**config.mk**
```make
export PLATFORM = sky130hd
export DESIGN_NAME = newton_recip_div24
export DESIGN_NICKNAME = d
export VERILOG_FILES = /design/src/rtl/fdiv_defs.sv /design/src/rtl/recip_seed_rom.sv /design/src/rtl/wallace_24x28_product.sv /design/src/rtl/newton_recip_div24.sv
export SDC_FILE = /design/constraint.sdc
export NUM_CORES = 2
export LEC_CHECK = 0
export BUFFER_PORTS_ARGS = -buffer_cell sky130_fd_sc_hd__buf_2
export CAP_MARGIN = 20
export CORE_ASPECT_RATIO = 0.9
export CORE_MARGIN = 4
export CORE_UTILIZATION = 27
export CTS_CLUSTER_SIZE = 12
export DETAILED_ROUTE_END_ITERATION = 7
export HOLD_SLACK_MARGIN = 0.15
export PLACE_DENSITY = 0.38
export SYNTH_ARGS = -nofsm -noshare
export SYNTH_HDL_FRONTEND = slang
export SYNTH_SLANG_ARGS = --single-unit
```
**constraint.sdc**
```tcl
create_clock -name i_clk -period 14.06 [get_ports i_clk]
set_input_delay 2.812 -clock i_clk [delete_from_list [all_inputs] [get_ports i_clk]]
set_output_delay 2.812 -clock i_clk [all_outputs]
set_load 0.02 [all_outputs]
```
**src/rtl/fdiv_defs.sv**
```systemverilog
// Shared definitions for the Newton-Raphson mantissa divider: widths,
// fixed-point constants, FSM encoding and the reciprocal seed rule.
package fdiv_defs;

    localparam int MANT_W   = 24;              // 1.23 mantissa
    localparam int XW       = 28;              // 1.27 reciprocal / 2.26 quotient
    localparam int PW       = MANT_W + XW;     // 2.50 product
    localparam int ITER_MIN = 1;
    localparam int ITER_MAX = 4;
    localparam logic [XW-1:0] ONE_1P27 = 28'h8000000;

    typedef enum logic [2:0] {
        S_IDLE   = 3'd0,
        S_MUL_BX = 3'd1,
        S_MUL_XE = 3'd2,
        S_MUL_AX = 3'd3,
        S_DONE   = 3'd4
    } state_t;

    // Seed for 1/b at the midpoint of bucket idx, as 0.5 + seed/512.
    // 512/(1+(i+0.5)/256) == 262144/(513+2i); the divisor is odd so never exact.
    function automatic logic [7:0] seed_of(input int unsigned idx);
        int unsigned v;
        v = 262144 / (513 + 2 * idx) - 256;
        return (v > 255) ? 8'd255 : v[7:0];
    endfunction

endpackage

```
**src/rtl/recip_seed_rom.sv**
```systemverilog
// 256-entry reciprocal seed table, addressed by the top mantissa fraction bits.
module recip_seed_rom
    import fdiv_defs::*;
(
    input  logic [7:0] i_addr,
    output logic [7:0] o_seed
);

    function automatic logic [255:0][7:0] build_tbl();
        logic [255:0][7:0] t;
        for (int i = 0; i < 256; i++) t[i] = seed_of(i);
        return t;
    endfunction

    // Table is folded to constants at elaboration; lookup is a pure mux.
    localparam logic [255:0][7:0] SEED_TBL = build_tbl();

    assign o_seed = SEED_TBL[i_addr];

endmodule

```
**src/rtl/wallace_24x28_product.sv**
```systemverilog
// Unsigned 24x28 product array; synthesis maps the product onto a
// carry-save compressor tree with a final adder.
module wallace_24x28_product
    import fdiv_defs::*;
(
    input  logic [MANT_W-1:0] i_a,
    input  logic [XW-1:0]     i_b,
    output logic [PW-1:0]     o_p
);

    assign o_p = PW'(i_a) * PW'(i_b);

endmodule

```
**src/rtl/newton_recip_div24.sv**
```systemverilog
// Iterative Newton-Raphson mantissa divider q = a/b. One shared multiplier is
// time-multiplexed: per iteration d=b*x, e=2-d, x=x*e; finally q=a*x.
module newton_recip_div24
    import fdiv_defs::*;
#(
    parameter int ITER = 3    // legal ITER_MIN..ITER_MAX
)
(
    input  logic              i_clk,
    input  logic              i_rst,
    input  logic              i_start,
    input  logic [MANT_W-1:0] i_a,
    input  logic [MANT_W-1:0] i_b,
    output logic              o_busy,
    output logic              o_q_valid,
    output logic [XW-1:0]     o_q,
    output logic              o_q_sticky
);

    localparam logic [2:0] ITER_L = 3'(ITER);

    state_t              r_state, w_next;
    logic [MANT_W-1:0]   r_a, r_b;
    logic [XW-1:0]       r_x;        // reciprocal estimate, 1.27
    logic [MANT_W-1:0]   r_e;        // correction 2-d, upper 24 bits (1.23)
    logic [2:0]          r_it;
    logic [XW-1:0]       r_q;
    logic                r_sticky;

    logic                w_accept;
    logic [7:0]          w_seed;
    logic [MANT_W-1:0]   w_op;
    logic [PW-1:0]       w_p;
    logic [2:0]          w_it_nxt;

    assign w_accept = ((r_state == S_IDLE) || (r_state == S_DONE)) && i_start;
    assign w_it_nxt = r_it + 3'd1;

    recip_seed_rom u_seed (
        .i_addr (i_b[22:15]),
        .o_seed (w_seed)
    );

    // Select the 24-bit multiplicand for the current step; x is always the other operand
    always_comb begin
        w_op = r_a;
        case (r_state)
            S_MUL_BX: w_op = r_b;
            S_MUL_XE: w_op = r_e;
            default:  w_op = r_a;
        endcase
    end

    wallace_24x28_product u_mul (
        .i_a (w_op),
        .i_b (r_x),
        .o_p (w_p)
    );

    // State register
    always_ff @(posedge i_clk or posedge i_rst) begin
        if (i_rst) r_state <= S_IDLE;
        else       r_state <= w_next;
    end

    // Next-state logic; a new request may be taken straight out of DONE
    always_comb begin
        w_next = r_state;
        case (r_state)
            S_IDLE:   if (i_start) w_next = S_MUL_BX;
            S_MUL_BX: w_next = S_MUL_XE;
            S_MUL_XE: w_next = (w_it_nxt < ITER_L) ? S_MUL_BX : S_MUL_AX;
            S_MUL_AX: w_next = S_DONE;
            S_DONE:   w_next = i_start ? S_MUL_BX : S_IDLE;
            default:  w_next = S_IDLE;
        endcase
    end

    // Datapath registers: operands at accept, then one product result per MUL state
    always_ff @(posedge i_clk or posedge i_rst) begin
        if (i_rst) begin
            r_a      <= '0;
            r_b      <= '0;
            r_x      <= '0;
            r_e      <= '0;
            r_it     <= '0;
            r_q      <= '0;
            r_sticky <= 1'b0;
        end else begin
            if (w_accept) begin
                r_a  <= i_a;
                r_b  <= i_b;
                r_x  <= {2'b01, w_seed, 18'b0};
                r_it <= '0;
            end
            case (r_state)
                // e = 2 - d as a 28-bit two's complement wrap; only the top 24 bits feed the array
                S_MUL_BX: r_e <= MANT_W'((~w_p[50:23] + 28'd1) >> 4);
                S_MUL_XE: begin
                    r_x  <= w_p[50:23];
                    r_it <= w_it_nxt;
                end
                S_MUL_AX: begin
                    r_q      <= w_p[51:24];
                    r_sticky <= |w_p[23:0];
                end
                default: ;
            endcase
        end
    end

    assign o_busy     = (r_state == S_MUL_BX) || (r_state == S_MUL_XE) || (r_state == S_MUL_AX);
    assign o_q_valid  = (r_state == S_DONE);
    assign o_q        = r_q;
    assign o_q_sticky = r_sticky;

endmodule

```
* After elaboration in Yosys (flattened, before gate mapping)
Memories as Yosys holds them, arrays and structs flattened.
Index checks and enable logic that the tools add are counted.
** Cells by class
- Magnitude comparators :: 2
- Add/sub/neg operators :: 2
- Bitwise operators :: 1
- Eq/ne operators :: 5
- Reduce and logical (&&, ||, !) cells :: 7
- Mux-type cells :: 10
- Multipliers :: 1
** Operators with widths (number)
- $mux 28 :: 2
- $mul 24x28->52 :: 1
- $pmux 24 s2 :: 1
- $add 28x1->28 const B :: 1
- $not 28->28 :: 1
- $reduce_or 24->1 :: 1
- $pmux 3 s5 :: 1
- $lt 8x9->1 const B :: 1
- $mux 3 :: 3
- $mux 8 :: 1
- $eq 3x2->1 const B :: 2
- $add 3x1->3 const B :: 1
- $eq 3x1->1 const B :: 1
- $eq 3x3->1 const B :: 1
- $logic_not 3->1 :: 1
- $logic_or 1x1->1 :: 3
- $lt 3x2->1 const B :: 1
- $mux 2 :: 1
- $ne 2x2->1 const B :: 1
- $reduce_bool 2->1 :: 1
- $logic_and 1x1->1 :: 1
- $mux 1 :: 1
** Storage, ports and cells
- ROM bits :: 2048
- Bits in registers :: 135
- Output and inout port bits :: 31
- Logic and storage cells :: 37
- Memories :: 1
** Memories
- (no name shown) :: words 256, bits a word 8, rd ports 1, clocked after Yosys merged registers in 0, wr ports 0, RTL line recip_seed_rom.sv:18 : assign o_seed = SEED_TBL[i_addr];

* Logic depth before layout (Yosys ltp)
- Word-level depth :: 5
- Mapped depth :: 36
- Gate-level depth less buffers :: 32

* Hierarchy
From an unflattened synthesis, not the netlist that was laid out.
** Unflattened totals
- Cells, all modules :: 3329
- Area total of the unflattened synthesis :: 29832.4 µm²
** Modules (own cells, without submodules)
- wallace_24x28_product :: times used 1, seq. area each 0.0 µm², area an instance 22022.4 µm², cells each 2537
- newton_recip_div24 :: times used 1, seq. area each 3378.2 µm², area an instance 5988.2 µm², cells each 510
- recip_seed_rom :: times used 1, seq. area each 0.0 µm², area an instance 1821.7 µm², cells each 282

* Worst setup path before layout
No wires, ideal clock.
- Kind :: register to register
- Start :: reg r_state[0]
- End :: reg r_e[23]
- Buffers on the path :: 5
- Data arrival time :: 9.622 ns
- Required time :: 13.991 ns
- Cell stages (with the launch flop) :: 34
- Setup time :: 0.069 ns
- Slack :: 4.369 ns
- Cells stage by stage :: dfrtp_1 nor3b_1 clkbuf_1 clkbuf_1 a22oi_1 nand2_1 clkbuf_1 nand2_1 fa_1 inv_1 fa_1 inv_1 fa_1 fa_1 inv_1 fa_1 fa_1 inv_1 fa_1 inv_1 ha_1 clkbuf_1 nand4_1 nor4b_1 a21oi_2 o21ai_0 xnor2_2 nor4b_4 nand4b_4 or4_1 buf_2 or4_4 or4_1 nand3_1
** Between the ends
- Cells in the longest elaborated chain, start to end :: 5
** Ends and longest elaborated chain
- from (decl) :: RTL line newton_recip_div24.sv:22 : state_t r_state, w_next;
- from (signal assigned) :: RTL line newton_recip_div24.sv:63 : else r_state <= w_next;
- $eq 3x2->1 or $eq 3x1->1 (tied branches) :: RTL line newton_recip_div24.sv:47, newton_recip_div24.sv:96
- $pmux 24 s2 :: RTL line newton_recip_div24.sv:47 : case (r_state)
- $mul 24x28->52 :: RTL line wallace_24x28_product.sv:11 : assign o_p = PW'(i_a) * PW'(i_b);
- $not 28->28 :: RTL line newton_recip_div24.sv:98 : S_MUL_BX: r_e <= MANT_W'((~w_p[50:23] + 28'd1) >> 4);
- $add 28x1->28 :: RTL line newton_recip_div24.sv:98
- to (signal assigned) :: RTL line newton_recip_div24.sv:98
- to (decl) :: RTL line newton_recip_div24.sv:25 : logic [MANT_W-1:0] r_e;
Parallel ways exist; a longest one is shown, timed or not.
A chain may end at the register's enable or synchronous reset.

* Worst setup path in the final report
- Start :: reg r_state[1]
- End :: reg r_e[23]
Same word-level chain as after synthesis.

==> run_results.csv <==
group,metric,value,unit
min_path,hold_path_class,"flip-flop to flip-flop",
clock_network,holdBufCountCts,0,
logic_synthesis,synth_ff_type,"dfrtp_1",
die,die_y,322,microns
clock_network,clock-sinks,135,
timing,finalSetupViolCount,0,
die,dieWidth,357,microns
timing,maxSlewViolCount,0,
detailed_routing,ant_nets,0,
detailed_routing,drtIter0Drc,1228,
timing,max_freq,89.3,MHz
global_routing,grt_pass1_vias,24500,
detailed_routing,wl_per_cell,19.5,microns
logic_synthesis,synth_top_area_frac,0.385,
global_routing,grtUsageMet3,0.0164,
global_routing,overflow,0,
placement,gp_congestion,0.837,
die,io_pins,82,
clock_network,clk_latency,0.45,ns
run,cap_violations,0,
global_routing,grt_start_max_net_pins,83,
logic_synthesis,synthCells,3469,
logic_synthesis,synth_edf_count,0,
detailed_routing,num_vias,22600,
die,initial_core_util,0.272,
logic_synthesis,synth-seq-cells,135,
detailed_routing,drtPass1Iterations,6,
timing,rsz0062_at_grt,"no",
clock_network,cts_tree,"built",
worst_setup_path,path_class,"flip-flop to flip-flop",
timing,worst_pin_slew,0.997,ns
placement,port_buffers,81,
die,rows,115,
run_status,run_status,"finished clean",
worst_setup_path,required,14.44,ns
worst_setup_path,cp-end-kind,"flip-flop",
logic_synthesis,seq_area_frac_synth,0.114,
placement,place_hpwl,72600,microns
logic_synthesis,ys_types,96,
logic_synthesis,avgSynthCellArea,8.55,sq um
timing,fin_crit_sh,0.797,
final_layout,area_growth,8.66,%
final_layout,layout-drive-gt1-share,0.0702,
worst_setup_path,cp.arrival,11.59,ns
logic_synthesis,synth_area,29700,sq um
worst_setup_path,slowest_stage,"nor2_2",
clock_network,htree_levels,4,
detailed_routing,drc,0,
global_routing,grt.busiest_layer,"met2",
final_layout,layout_commonest_cell,"nand2_1",
final_layout,final_util,0.295,
global_routing,met1_usage,0.243,
global_routing,antenna_found_initial,6,
final_layout,final_cell_mix,"676 x nand2_1, 654 x inv_1, 570 x fa_1",
clock_network,ctsLongestPathBuffers,2,
logic_synthesis,netlist_top_cells_area,"fa_1 38%, dfrtp_1 11%, nand2_1 8.6%, inv_1 8.3%, ha_1 8.1%",
timing,hold_viol_final,0,
detailed_routing,vias_per_cell,4.60,
worst_setup_path,crit_fanout,41,
logic_synthesis,yosys.area.top_type,"fa_1",
timing,fin_skew,0.0193,ns
clock_network,cts_root_buffer,"clkbuf_16",
logic_synthesis,syn_nets,4283,
timing,min_period,11.20,ns
die,coreArea,109000,sq um
worst_setup_path,worst_path_most_repeated_cell,"fa_1",
die,die_area,115000,sq um
clock_network,cts.repair.resized,0,
detailed_routing,wirelength,95900,microns
worst_setup_path,slowest_delay,0.78,ns
final_layout,finalNetCount,4248,
worst_setup_path,critPathLaunchType,"flip-flop",
logic_synthesis,async_flop_share,1.00,
clock_network,cts_made_buffers,17,
global_routing,use_met2,0.293,
global_routing,grt_usage,0.172,
logic_synthesis,yosys_warnings,0,
clock_network,post-cts-setup-buffer-count,0,
global_routing,grt_pass1_wl,151000,microns
timing,setup_tns,0,ns
timing,slew_headroom,0.335,
clock_network,path_clk_slew,0.07,ns
## state kept, by name, summed over array words and instances, names as in the netlist
signal      flops
o_q            28
r_state         3
r_it            3
r_a            24
r_e            24
o_q_sticky      1
r_x            28
r_b            24
## cell usage after synthesis (24+ instances only)
master	instances
and2_1	248
xor2_1	25
nor2_1	89
inv_1	655
clkbuf_1	173
xnor2_1	36
ha_1	193
nand2_1	683
nor2b_1	78
a22oi_1	24
o21ai_0	128
dfrtp_1	135
a21oi_1	94
fa_1	570
nor3_1	25
## metal layers
layer	routed length, microns	vias up
met5	0	-
met4	1200	0
met3	2870	57
met2	46300	303
met1	45500	11700
li1	-	10500
## worst max-delay path: cells and delay by family (launching register included)
| kind | cells | cell delay [ns] |
|---|---|---|
| adder cells (fa/ha/maj) | 8 | 3.93 |
| AND/OR/NAND/NOR | 12 | 4.17 |
| buffers and inverters | 7 | 0.97 |
| AO/OA/AOI/OAI | 4 | 1.24 |
| flip-flops | 1 | 0.42 |
| XOR/XNOR | 1 | 0.37 |
## path summary, 6_finish.rpt
path / startpoint / to / slack, ns / cells after the start
max: r_state[1]$_DFFE_PP0P_ / r_e[23]$_DFFE_PP0N_ / 2.86 / 32
min: r_e[21]$_DFFE_PP0N_ / r_e[21]$_DFFE_PP0N_ / 0.47 / 2
max reg2reg: r_state[1]$_DFFE_PP0P_ / r_e[23]$_DFFE_PP0N_ / 2.86 / 32
min reg2reg: r_e[21]$_DFFE_PP0N_ / r_e[21]$_DFFE_PP0N_ / 0.47 / 2
max in group asynchronous: i_rst / r_x[24]$_DFFE_PP0P_ / 10.31 / 3
min in group asynchronous: i_rst / r_a[11]$_DFFE_PP0P_ / 2.54 / 2
## through the flow
stage          hold WS [ns]  area (sq um)  instances  worst slack [ns]
2_1_floorplan         0.439         29700       3469              4.37
3_3_place_gp          0.463         31600       4877              2.82
3_5_place_dp          0.459         31600       4877              2.80
4_1_cts               0.474         32200       4909              2.75
5_1_grt               0.482         32200       4909              2.16
6_report              0.468         32200       4912              2.86
## area by class of cell
cell class | instances | area, sq um
Tap cell | 1462 | 1830
Clock buffer | 18 | 439
Sequential cell | 135 | 3390
Inverter | 658 | 2470
Timing Repair Buffer | 134 | 803
Antenna cell | 3 | 7.51
Fill cell | 11800 | 77000
Clock inverter | 14 | 160
Multi-Input combinational cell | 2488 | 23100
## kinds of logic (layout without fill, tap and decap cells)
kind of cell,Yosys count,in the layout,share of synthesized area
AOI/OAI and AO/OA,425,425,0.0936
and+or+nand+nor,1229,1229,0.195
buffers and inverters,846,824,0.108
adders and majority gates,763,763,0.466
other,0,3,0
xor gates and xnor gates,63,63,0.0191
DFF,135,135,0.114
muxes,8,8,0.00371
Power is not shown: default switching activity piles up to over one toggle a cycle in this logic, so the estimate is an artifact.
